<file path="config.mk">
export PLATFORM = sky130hd
export DESIGN_NAME = cache_nway_wb
export DESIGN_NICKNAME = d
export VERILOG_FILES = /design/src/rtl/cache_pkg.sv /design/src/rtl/cache_lru_nway.sv /design/src/rtl/cache_nway_wb.sv
export SDC_FILE = /design/constraint.sdc
export NUM_CORES = 2
export LEC_CHECK = 0
export ABC_AREA = 1
export ABC_CLOCK_PERIOD_IN_PS = 7930
export BUFFER_PORTS_ARGS = -buffer_cell sky130_fd_sc_hd__buf_2
export CORE_UTILIZATION = 46
export CTS_BUF_LIST = sky130_fd_sc_hd__clkbuf_2 sky130_fd_sc_hd__clkbuf_4 sky130_fd_sc_hd__clkbuf_8
export CTS_CLUSTER_DIAMETER = 150
export CTS_CLUSTER_SIZE = 10
export DETAILED_ROUTE_END_ITERATION = 16
export SLEW_MARGIN = 10
export SYNTH_ARGS = -nofsm -noshare
export SYNTH_HDL_FRONTEND = slang
export SYNTH_HIERARCHICAL = 1
export SYNTH_SLANG_ARGS = --single-unit
</file>
<file path="constraint.sdc">
create_clock -name clk -period 7.93 [get_ports clk]
set_input_delay 1.586 -clock clk [delete_from_list [all_inputs] [get_ports clk]]
set_output_delay 1.586 -clock clk [all_outputs]
set_load 0.02 [all_outputs]
</file>
<file path="src/rtl/cache_pkg.sv">
// Shared types and widths for the N-way write-back cache.
// The widths below describe the default configuration; modules derive their own from parameters.
package cache_pkg;

    typedef enum logic [2:0] {
        S_IDLE,
        S_LOOKUP,
        S_WB_REQ,
        S_REFILL_REQ,
        S_REFILL_WAIT
    } state_e;

    localparam int unsigned DEF_ADDR_WIDTH = 11;
    localparam int unsigned DEF_NUM_SETS   = 16;
    localparam int unsigned DEF_NUM_WAYS   = 4;

    localparam int unsigned IDX_W = $clog2(DEF_NUM_SETS);
    localparam int unsigned TAG_W = DEF_ADDR_WIDTH - IDX_W;
    localparam int unsigned LRU_W = $clog2(DEF_NUM_WAYS);

    // Index width that stays at least one bit wide for single-entry structures.
    function automatic int unsigned bits_of(input int unsigned n);
        return (n < 2) ? 1 : $clog2(n);
    endfunction

endpackage

</file>
<file path="src/rtl/cache_lru_nway.sv">
// True-LRU replacement state: per-set age counters, touch update and victim select.
module cache_lru_nway
    import cache_pkg::*;
#(
    parameter int unsigned NUM_SETS = 16,
    parameter int unsigned NUM_WAYS = 4,
    localparam int unsigned SET_W   = $clog2(NUM_SETS),
    localparam int unsigned WAY_W   = bits_of(NUM_WAYS)
)(
    input  logic             clk,
    input  logic             rst,
    input  logic             i_touch,
    input  logic [SET_W-1:0] i_set,
    input  logic [WAY_W-1:0] i_way,
    output logic [WAY_W-1:0] o_victim
);

    if (NUM_WAYS == 1) begin : g_one
        assign o_victim = '0;
    end else begin : g_lru
        logic [WAY_W-1:0] r_age [NUM_SETS][NUM_WAYS];

        // Ages start as the way number so each set holds a permutation from reset.
        always_ff @(posedge clk) begin
            if (rst) begin
                for (int s = 0; s < int'(NUM_SETS); s++) begin
                    for (int w = 0; w < int'(NUM_WAYS); w++) begin
                        r_age[s][w] <= WAY_W'(w);
                    end
                end
            end else if (i_touch) begin
                for (int w = 0; w < int'(NUM_WAYS); w++) begin
                    if (WAY_W'(w) == i_way) begin
                        r_age[i_set][w] <= '0;
                    end else if (r_age[i_set][w] < r_age[i_set][i_way]) begin
                        r_age[i_set][w] <= r_age[i_set][w] + WAY_W'(1);
                    end
                end
            end
        end

        always_comb begin
            o_victim = '0;
            for (int w = 0; w < int'(NUM_WAYS); w++) begin
                if (r_age[i_set][w] == WAY_W'(NUM_WAYS - 1)) begin
                    o_victim = WAY_W'(w);
                end
            end
        end
    end

endmodule

</file>
<file path="src/rtl/cache_nway_wb.sv">
// N-way set-associative write-back, write-allocate cache, one word per line.
// Optional CACHE_STATS_EN adds saturating hit/miss/writeback counters.
module cache_nway_wb
    import cache_pkg::*;
#(
    parameter int unsigned ADDR_WIDTH = 11,
    parameter int unsigned DATA_WIDTH = 32,
    parameter int unsigned NUM_SETS   = 16,
    parameter int unsigned NUM_WAYS   = 4
)(
    input  logic                  clk,
    input  logic                  rst,
    input  logic                  req_valid,
    output logic                  req_ready,
    input  logic                  req_write,
    input  logic [ADDR_WIDTH-1:0] addr,
    input  logic [DATA_WIDTH-1:0] wdata,
    output logic                  resp_valid,
    output logic [DATA_WIDTH-1:0] rdata,
    output logic                  hit,
    output logic                  mem_req_valid,
    input  logic                  mem_req_ready,
    output logic                  mem_write,
    output logic [ADDR_WIDTH-1:0] mem_addr,
    output logic [DATA_WIDTH-1:0] mem_wdata,
    input  logic                  mem_resp_valid,
    input  logic [DATA_WIDTH-1:0] mem_rdata
`ifdef CACHE_STATS_EN
    ,
    output logic [31:0]           stat_hits,
    output logic [31:0]           stat_misses,
    output logic [31:0]           stat_writebacks
`endif
);

    localparam int unsigned SET_W    = $clog2(NUM_SETS);
    localparam int unsigned TAG_BITS = ADDR_WIDTH - SET_W;
    localparam int unsigned WAY_W    = bits_of(NUM_WAYS);

    state_e                r_state, w_state_n;
    logic                  r_req_write;
    logic [ADDR_WIDTH-1:0] r_addr;
    logic [DATA_WIDTH-1:0] r_wdata;
    logic [WAY_W-1:0]      r_vict_way, w_vict_way_n;

    logic                  r_req_ready, w_req_ready_n;
    logic                  r_resp_valid, w_resp_valid_n;
    logic                  r_hit, w_hit_n;
    logic [DATA_WIDTH-1:0] r_rdata, w_rdata_n;
    logic                  r_mreq, w_mreq_n;
    logic                  r_mwrite, w_mwrite_n;
    logic [ADDR_WIDTH-1:0] r_maddr, w_maddr_n;
    logic [DATA_WIDTH-1:0] r_mwdata, w_mwdata_n;

    logic [TAG_BITS-1:0]   r_tag_mem  [NUM_SETS][NUM_WAYS];
    logic [DATA_WIDTH-1:0] r_data_mem [NUM_SETS][NUM_WAYS];
    logic [NUM_WAYS-1:0]   r_valid    [NUM_SETS];
    logic [NUM_WAYS-1:0]   r_dirty    [NUM_SETS];

    logic [SET_W-1:0]      w_idx;
    logic [TAG_BITS-1:0]   w_tag;
    logic                  w_accept;
    logic                  w_hit;
    logic [WAY_W-1:0]      w_hit_way;
    logic                  w_inv_found;
    logic [WAY_W-1:0]      w_inv_way;
    logic [WAY_W-1:0]      w_lru_way;
    logic [WAY_W-1:0]      w_victim;
    logic                  w_wr_en;
    logic [WAY_W-1:0]      w_wr_way;
    logic [DATA_WIDTH-1:0] w_wr_data;
    logic                  w_wr_dirty;
    logic                  w_touch;
    logic [WAY_W-1:0]      w_touch_way;

    assign w_idx    = r_addr[SET_W-1:0];
    assign w_tag    = r_addr[ADDR_WIDTH-1:SET_W];
    assign w_accept = (r_state == S_IDLE) && req_valid;

    // Tag match and lowest-numbered free way in the addressed set.
    always_comb begin
        w_hit       = 1'b0;
        w_hit_way   = '0;
        w_inv_found = 1'b0;
        w_inv_way   = '0;
        for (int w = 0; w < int'(NUM_WAYS); w++) begin
            if (r_valid[w_idx][w] && (r_tag_mem[w_idx][w] == w_tag)) begin
                w_hit     = 1'b1;
                w_hit_way = WAY_W'(w);
            end
        end
        for (int w = int'(NUM_WAYS) - 1; w >= 0; w--) begin
            if (!r_valid[w_idx][w]) begin
                w_inv_found = 1'b1;
                w_inv_way   = WAY_W'(w);
            end
        end
    end

    assign w_victim = w_inv_found ? w_inv_way : w_lru_way;

    cache_lru_nway #(
        .NUM_SETS (NUM_SETS),
        .NUM_WAYS (NUM_WAYS)
    ) u_lru (
        .clk      (clk),
        .rst      (rst),
        .i_touch  (w_touch),
        .i_set    (w_idx),
        .i_way    (w_touch_way),
        .o_victim (w_lru_way)
    );

    always_ff @(posedge clk) begin
        if (rst) begin
            r_state      <= S_IDLE;
            r_req_ready  <= 1'b1;
            r_resp_valid <= 1'b0;
            r_hit        <= 1'b0;
            r_rdata      <= '0;
            r_mreq       <= 1'b0;
            r_mwrite     <= 1'b0;
            r_maddr      <= '0;
            r_mwdata     <= '0;
            r_vict_way   <= '0;
            r_req_write  <= 1'b0;
            r_addr       <= '0;
            r_wdata      <= '0;
        end else begin
            r_state      <= w_state_n;
            r_req_ready  <= w_req_ready_n;
            r_resp_valid <= w_resp_valid_n;
            r_hit        <= w_hit_n;
            r_rdata      <= w_rdata_n;
            r_mreq       <= w_mreq_n;
            r_mwrite     <= w_mwrite_n;
            r_maddr      <= w_maddr_n;
            r_mwdata     <= w_mwdata_n;
            r_vict_way   <= w_vict_way_n;
            if (w_accept) begin
                r_req_write <= req_write;
                r_addr      <= addr;
                r_wdata     <= wdata;
            end
        end
    end

    // Next state, next registered outputs and array write/touch strobes.
    always_comb begin
        w_state_n      = r_state;
        w_req_ready_n  = r_req_ready;
        w_resp_valid_n = 1'b0;
        w_hit_n        = r_hit;
        w_rdata_n      = r_rdata;
        w_mreq_n       = r_mreq;
        w_mwrite_n     = r_mwrite;
        w_maddr_n      = r_maddr;
        w_mwdata_n     = r_mwdata;
        w_vict_way_n   = r_vict_way;
        w_wr_en        = 1'b0;
        w_wr_way       = w_hit_way;
        w_wr_data      = r_wdata;
        w_wr_dirty     = 1'b0;
        w_touch        = 1'b0;
        w_touch_way    = w_hit_way;
        case (r_state)
            S_IDLE: begin
                if (req_valid) begin
                    w_state_n     = S_LOOKUP;
                    w_req_ready_n = 1'b0;
                end
            end
            S_LOOKUP: begin
                if (w_hit) begin
                    w_touch        = 1'b1;
                    w_resp_valid_n = 1'b1;
                    w_hit_n        = 1'b1;
                    w_req_ready_n  = 1'b1;
                    w_state_n      = S_IDLE;
                    if (r_req_write) begin
                        w_wr_en    = 1'b1;
                        w_wr_dirty = 1'b1;
                        w_rdata_n  = r_wdata;
                    end else begin
                        w_rdata_n  = r_data_mem[w_idx][w_hit_way];
                    end
                end else begin
                    w_vict_way_n = w_victim;
                    w_mreq_n     = 1'b1;
                    if (r_valid[w_idx][w_victim] && r_dirty[w_idx][w_victim]) begin
                        w_state_n  = S_WB_REQ;
                        w_mwrite_n = 1'b1;
                        w_maddr_n  = {r_tag_mem[w_idx][w_victim], w_idx};
                        w_mwdata_n = r_data_mem[w_idx][w_victim];
                    end else begin
                        w_state_n  = S_REFILL_REQ;
                        w_mwrite_n = 1'b0;
                        w_maddr_n  = r_addr;
                    end
                end
            end
            S_WB_REQ: begin
                if (mem_req_ready) begin
                    w_state_n  = S_REFILL_REQ;
                    w_mwrite_n = 1'b0;
                    w_maddr_n  = r_addr;
                end
            end
            S_REFILL_REQ: begin
                // A response in this cycle predates acceptance and is dropped.
                if (mem_req_ready) begin
                    w_state_n = S_REFILL_WAIT;
                    w_mreq_n  = 1'b0;
                end
            end
            S_REFILL_WAIT: begin
                if (mem_resp_valid) begin
                    w_wr_en        = 1'b1;
                    w_wr_way       = r_vict_way;
                    w_wr_data      = r_req_write ? r_wdata : mem_rdata;
                    w_wr_dirty     = r_req_write;
                    w_touch        = 1'b1;
                    w_touch_way    = r_vict_way;
                    w_resp_valid_n = 1'b1;
                    w_hit_n        = 1'b0;
                    w_rdata_n      = w_wr_data;
                    w_req_ready_n  = 1'b1;
                    w_state_n      = S_IDLE;
                end
            end
            default: begin
                w_state_n     = S_IDLE;
                w_req_ready_n = 1'b1;
                w_mreq_n      = 1'b0;
            end
        endcase
    end

    always_ff @(posedge clk) begin
        if (w_wr_en) begin
            r_tag_mem[w_idx][w_wr_way]  <= w_tag;
            r_data_mem[w_idx][w_wr_way] <= w_wr_data;
        end
    end

    always_ff @(posedge clk) begin
        if (rst) begin
            for (int s = 0; s < int'(NUM_SETS); s++) begin
                r_valid[s] <= '0;
                r_dirty[s] <= '0;
            end
        end else if (w_wr_en) begin
            r_valid[w_idx][w_wr_way] <= 1'b1;
            r_dirty[w_idx][w_wr_way] <= w_wr_dirty;
        end
    end

    assign req_ready     = r_req_ready;
    assign resp_valid    = r_resp_valid;
    assign hit           = r_hit;
    assign rdata         = r_rdata;
    assign mem_req_valid = r_mreq;
    assign mem_write     = r_mwrite;
    assign mem_addr      = r_maddr;
    assign mem_wdata     = r_mwdata;

`ifdef CACHE_STATS_EN
    logic [31:0] r_stat_hits, r_stat_misses, r_stat_wbs;
    logic        w_ev_hit, w_ev_miss, w_ev_wb;

    assign w_ev_hit  = (r_state == S_LOOKUP) && w_hit;
    assign w_ev_miss = (r_state == S_REFILL_WAIT) && mem_resp_valid;
    assign w_ev_wb   = (r_state == S_WB_REQ) && mem_req_ready;

    // Saturating event counters.
    always_ff @(posedge clk) begin
        if (rst) begin
            r_stat_hits   <= '0;
            r_stat_misses <= '0;
            r_stat_wbs    <= '0;
        end else begin
            if (w_ev_hit && (r_stat_hits != '1))    r_stat_hits   <= r_stat_hits + 32'd1;
            if (w_ev_miss && (r_stat_misses != '1)) r_stat_misses <= r_stat_misses + 32'd1;
            if (w_ev_wb && (r_stat_wbs != '1))      r_stat_wbs    <= r_stat_wbs + 32'd1;
        end
    end

    assign stat_hits       = r_stat_hits;
    assign stat_misses     = r_stat_misses;
    assign stat_writebacks = r_stat_wbs;
`endif

endmodule
</file>
==> flow_results.org <==
** Status
- Run status :: finished clean

** Synthesis
- The number of nets in the synthesized netlist is 10400.
- Commonest register cell after synthesis :: sky130_fd_sc_hd__edfxtp_1
- Counting every instance in the synthesized netlist gives 10300.
- Summing the areas of all compound-gate instances in the mapped netlist gives 11.3% of the synthesized area.
- Summed over all instances, the cell type with the most area after synthesis is sky130_fd_sc_hd__edfxtp_1.
- Synth unique cells :: 49
- Seq cells post-synth :: 2885
- Average cell area after synthesis :: 11.5 um^2
- Top post-synthesis cells by area :: sky130_fd_sc_hd__edfxtp_1 (68%), sky130_fd_sc_hd__o21ai_0 (5.8%), sky130_fd_sc_hd__nand2_1 (5.4%), sky130_fd_sc_hd__nor2_1 (4.8%), sky130_fd_sc_hd__dfxtp_1 (3.3%)
- Basic-gate share of the synthesized area counting and, or, nand and nor cells :: 13.6%
- Post-synthesis sequential area ratio :: 71.0%
- Leading cell type by number of instances after synthesis :: sky130_fd_sc_hd__edfxtp_1
- After synthesis, the largest family of logic cells by area is simple AND/OR/NAND/NOR gates.
- After Yosys synthesis, full adders, half adders and majority gates account for 0.0735% of the synthesized area.
- The synthesized design devotes to its leading area cell type 67.7% of total area.
- Counting flops with a built-in enable in the synthesized netlist gives 2688.
- Share of synthesized registers carrying an async set or reset :: 0%
- After synthesis, the share of cell area in mux cells is 0%.
- Most common library cells after synthesis :: sky130_fd_sc_hd__edfxtp_1 (2688), sky130_fd_sc_hd__nand2_1 (1702), sky130_fd_sc_hd__nor2_1 (1517), sky130_fd_sc_hd__o21ai_0 (1387), sky130_fd_sc_hd__nand3_1 (724)
- Summing the areas of all xor and xnor instances in the mapped netlist gives 0.00735% of the synthesized area.
- The cell area that synthesis handed to floorplanning was 0.119 mm^2.
- Synth Warn # :: 6

** Worst hold path
- Worst Hold Class :: reg2reg

** Clocking
- The cell sitting at the root of the clock tree is a sky130_fd_sc_hd__clkbuf_8.
- In this run, CTS created clock tree buffers numbering 338.
- Post-CTS setup buffers :: 0
- Clock-pin slew on the worst setup and hold paths :: 0.08 ns
- The number of gates resized after CTS was 0.
- Clock latency on the worst-skew pair, taken at its later pin, is 1.09 ns.
- The number of hold buffers added after CTS was 0.
- The H-tree was split into 5 levels.
- TritonCTS built the clock tree.
- Clock tree synthesis found a total of 2885 sinks.
- Worst-case clock buffer depth :: 4

** Worst setup path
- Along the worst path, the maximum fanout reaches 82.
- The worst setup path is captured at a flip-flop.
- Among the stages of the critical path, the cell type that occurs most often is sky130_fd_sc_hd__nand2_1.
- The largest single stage delay on the critical path is 0.91 ns.
- CP cell instances :: buf_4, inv_4, nor2_2, a22oi_1, a21oi_1, or2_0, or3_1, ha_1, inv_1, nand2_1, nand2_1, inv_1, nand2_1, nand2_1, nand2_1, nand2_4, buf_4, nand3_1, o211ai_1, o21ai_0, a21oi_1, a21oi_1
- Data arrives at the worst endpoint at 7.91 ns.
- Worst Path Buf+Inv :: 5
- Grouping stages by cell kind, the critical path spends the most delay in simple AND/OR/NAND/NOR gates.
- STA classifies the critical path startpoint as a flip-flop.
- The setup path with the least slack is of type reg2reg.
- Critical-path cell with the highest stage delay :: sky130_fd_sc_hd__nor2_2
- Req. time, crit path :: 8.87 ns

** STA
- Static timing analysis puts the maximum clock frequency at 0.143 GHz.
- The routed design could run at a clock period as short as 6.97 ns.
- Measured against its own limit, the worst slew margin works out to 4.77%.
- Final number of setup-violating endpoints :: 0
- The number of hold-slack violations in the final timing report came to 0.
- The total count of max-transition violations in the final report was 0.
- Post-route clock period utilization :: 87.9%
- Setup repair after global routing left no endpoint under its margin.
- Slew at the pin closest to its max-slew limit :: 1.43 ns
- Setup clock skew after layout :: 0.0793 ns
- In the final timing run, aggregate negative setup slack is 0 ns.

** Routing
- The final route contains 84600 vias.
- In this run the remaining antenna-violating nets after routing total 0.
- In the routed layout, each cell is associated on average with a via count of 6.11.
- Number of design-rule violations left by the first detailed-router iteration :: 10800
- For this block, the routed nets add up to 384 mm of wire.
- The first TritonRoute pass finished after 7 iterations.
- For this run, design rule violations remaining after detail routing come to 0.
- WL per Instance :: 27.7 um

** Flow run
- Number of maximum-capacitance violations :: 0

** Pwr
- Power density cells :: 299 mW/mm^2
- Peak ir drop on the vdd network :: 0.254 mV
- Leakage power :: 44.8 nW

** Layout
- The area growth from synthesis to layout is 8.12%.
- In the final layout, the share of cells above drive strength 1 is 9.94%.
- For this run, the share of the core covered by cells in the final layout is 50.1%.
- Final instance area :: 0.129 mm^2
- Net count reported at finish :: 10400

** Floorplan
- Die extent in x :: 511 um
- Starting Density :: 46.3%
- I/O Pins :: 161
- Area of the die :: 0.261 mm^2
- The region available for standard cell placement spans 0.257 mm^2.
- Count of standard-cell rows :: 186
- Y dimension of the die :: 511 um

** Global route
- The via count of the first global-routing pass is 80100.
- Global routing used 28.6% of the available tracks across all layers.
- Entering global routing, the biggest net connects 201 pins.
- In the global route stage, met3 resource usage came out at 4.79%.
- In the global route stage, met2 resource usage came out at 44.9%.
- Global routing met1 resource utilization :: 38.9%
- Busiest layer in global routing :: met2
- Wire length of the first global-routing pass :: 554 mm
- Summed over all layers, the global routing overflow is 0.
- The number of antenna violations at the first check in global routing is 18.

** Place
- The count of buffers added on input and output ports is 160.
- Once placement finished, the instance area stood at 0.123 mm^2.
- Global placer's final weighted congestion :: 0.893
- HPWL Detailed :: 221 mm
-- power breakdown --
part,switching [mW],internal (mW),total [mW]
Combinational,8.50,2.56,11.1
Clock,5.23,4.29,9.52
Sequential,0.232,17.7,18.0
Total,14.0,24.6,38.6
-- worst reg2reg max path, cell delays in order (launching register included) --
cell	delay, ns
sky130_fd_sc_hd__dfxtp_1	0.31
sky130_fd_sc_hd__buf_4	0.49
sky130_fd_sc_hd__inv_4	0.38
sky130_fd_sc_hd__nor2_2	0.92
sky130_fd_sc_hd__a22oi_1	0.17
sky130_fd_sc_hd__a21oi_1	0.21
sky130_fd_sc_hd__or2_0	0.13
sky130_fd_sc_hd__or3_1	0.17
sky130_fd_sc_hd__ha_1	0.17
sky130_fd_sc_hd__inv_1	0.05
sky130_fd_sc_hd__nand2_1	0.05
sky130_fd_sc_hd__nand2_1	0.25
sky130_fd_sc_hd__inv_1	0.26
sky130_fd_sc_hd__nand2_1	0.08
sky130_fd_sc_hd__nand2_1	0.21
sky130_fd_sc_hd__nand2_1	0.13
sky130_fd_sc_hd__nand2_4	0.41
sky130_fd_sc_hd__buf_4	0.90
sky130_fd_sc_hd__nand3_1	0.27
sky130_fd_sc_hd__o211ai_1	0.47
sky130_fd_sc_hd__o21ai_0	0.29
sky130_fd_sc_hd__a21oi_1	0.44
sky130_fd_sc_hd__a21oi_1	0.12
-- cells in the final DEF, fill, tap and decap left out, types with 20 or more instances in the layout --
| cell | count |
|---|---|
| sky130_fd_sc_hd__a21oi_1 | 206 |
| sky130_fd_sc_hd__a22oi_1 | 32 |
| sky130_fd_sc_hd__buf_2 | 160 |
| sky130_fd_sc_hd__buf_4 | 243 |
| sky130_fd_sc_hd__clkbuf_4 | 84 |
| sky130_fd_sc_hd__clkbuf_8 | 341 |
| sky130_fd_sc_hd__dfxtp_1 | 186 |
| sky130_fd_sc_hd__edfxtp_1 | 2688 |
| sky130_fd_sc_hd__inv_1 | 276 |
| sky130_fd_sc_hd__inv_2 | 75 |
| sky130_fd_sc_hd__nand2_1 | 1698 |
| sky130_fd_sc_hd__nand3_1 | 724 |
| sky130_fd_sc_hd__nor2_1 | 1515 |
| sky130_fd_sc_hd__o211ai_1 | 89 |
| sky130_fd_sc_hd__o21ai_0 | 1355 |
| sky130_fd_sc_hd__o21ai_1 | 20 |
| sky130_fd_sc_hd__o21ai_4 | 33 |
| sky130_fd_sc_hd__o221ai_1 | 260 |
| sky130_fd_sc_hd__o22ai_1 | 260 |
-- state kept, by name, indices dropped and copies added (netlist names), 2 cells and up, named ones only --
register,cells
mem_addr,11
mem_wdata,32
r_addr,11
r_data_mem,2048
r_dirty,64
r_state,3
r_tag_mem,448
r_valid,64
r_vict_way,2
r_wdata,32
rdata,32
u_lru/g_lru.r_age,128
-- layer usage --
layer  up-vias  part of all wire [%]
met5         -                 0.030
met4        16                   5.2
met3       879                   9.1
met2      4679                    46
met1     42100                    40
li1      36900                     -
-- cell type report --
type,count,area [um^2]
Antenna cell,15,37.5
Clock inverter,10,80.1
Fill cell,22500,128000
Inverter,362,1410
Sequential cell,2885,84700
Timing Repair Buffer,418,2920
Tap cell,3384,4230
Multi-Input combinational cell,6348,30200
Clock buffer,425,5320
-- metrics by stage --
step	instances	hold slack [ns]	power, mW	setup slack (ns)
floorplan	10300	0.421	24.8	2.62
global placement	13400	0.431	29.1	1.10
detailed placement	13400	0.439	29.2	1.19
CTS	13800	0.455	38.5	1.18
global route	13800	0.469	39.9	0.896
finish	13800	0.455	38.6	0.957
-- cells by family (layout without fill, tap and decap cells) --
kind of cell | count (synthesis) | after routing
simple gates | 4016 | 4016
buf+inv | 1094 | 1215
fa+ha+maj | 7 | 7
xor+xnor | 1 | 1
other cells | 0 | 15
compound gates | 2324 | 2324
flops | 2885 | 2885
-- worst paths after layout --
kind | startpoint | endpoint | slack (ns) | cells past startpoint
worst max-delay path | r_addr[0] | mem_addr[6] | 0.96 | 22
worst min-delay path | r_valid[3][0] | r_valid[3][0] | 0.45 | 2
worst max register to register | r_addr[0] | mem_addr[6] | 0.96 | 22
worst min register to register | r_valid[3][0] | r_valid[3][0] | 0.45 | 2
Note: power is estimated with default switching activity, not from simulation.
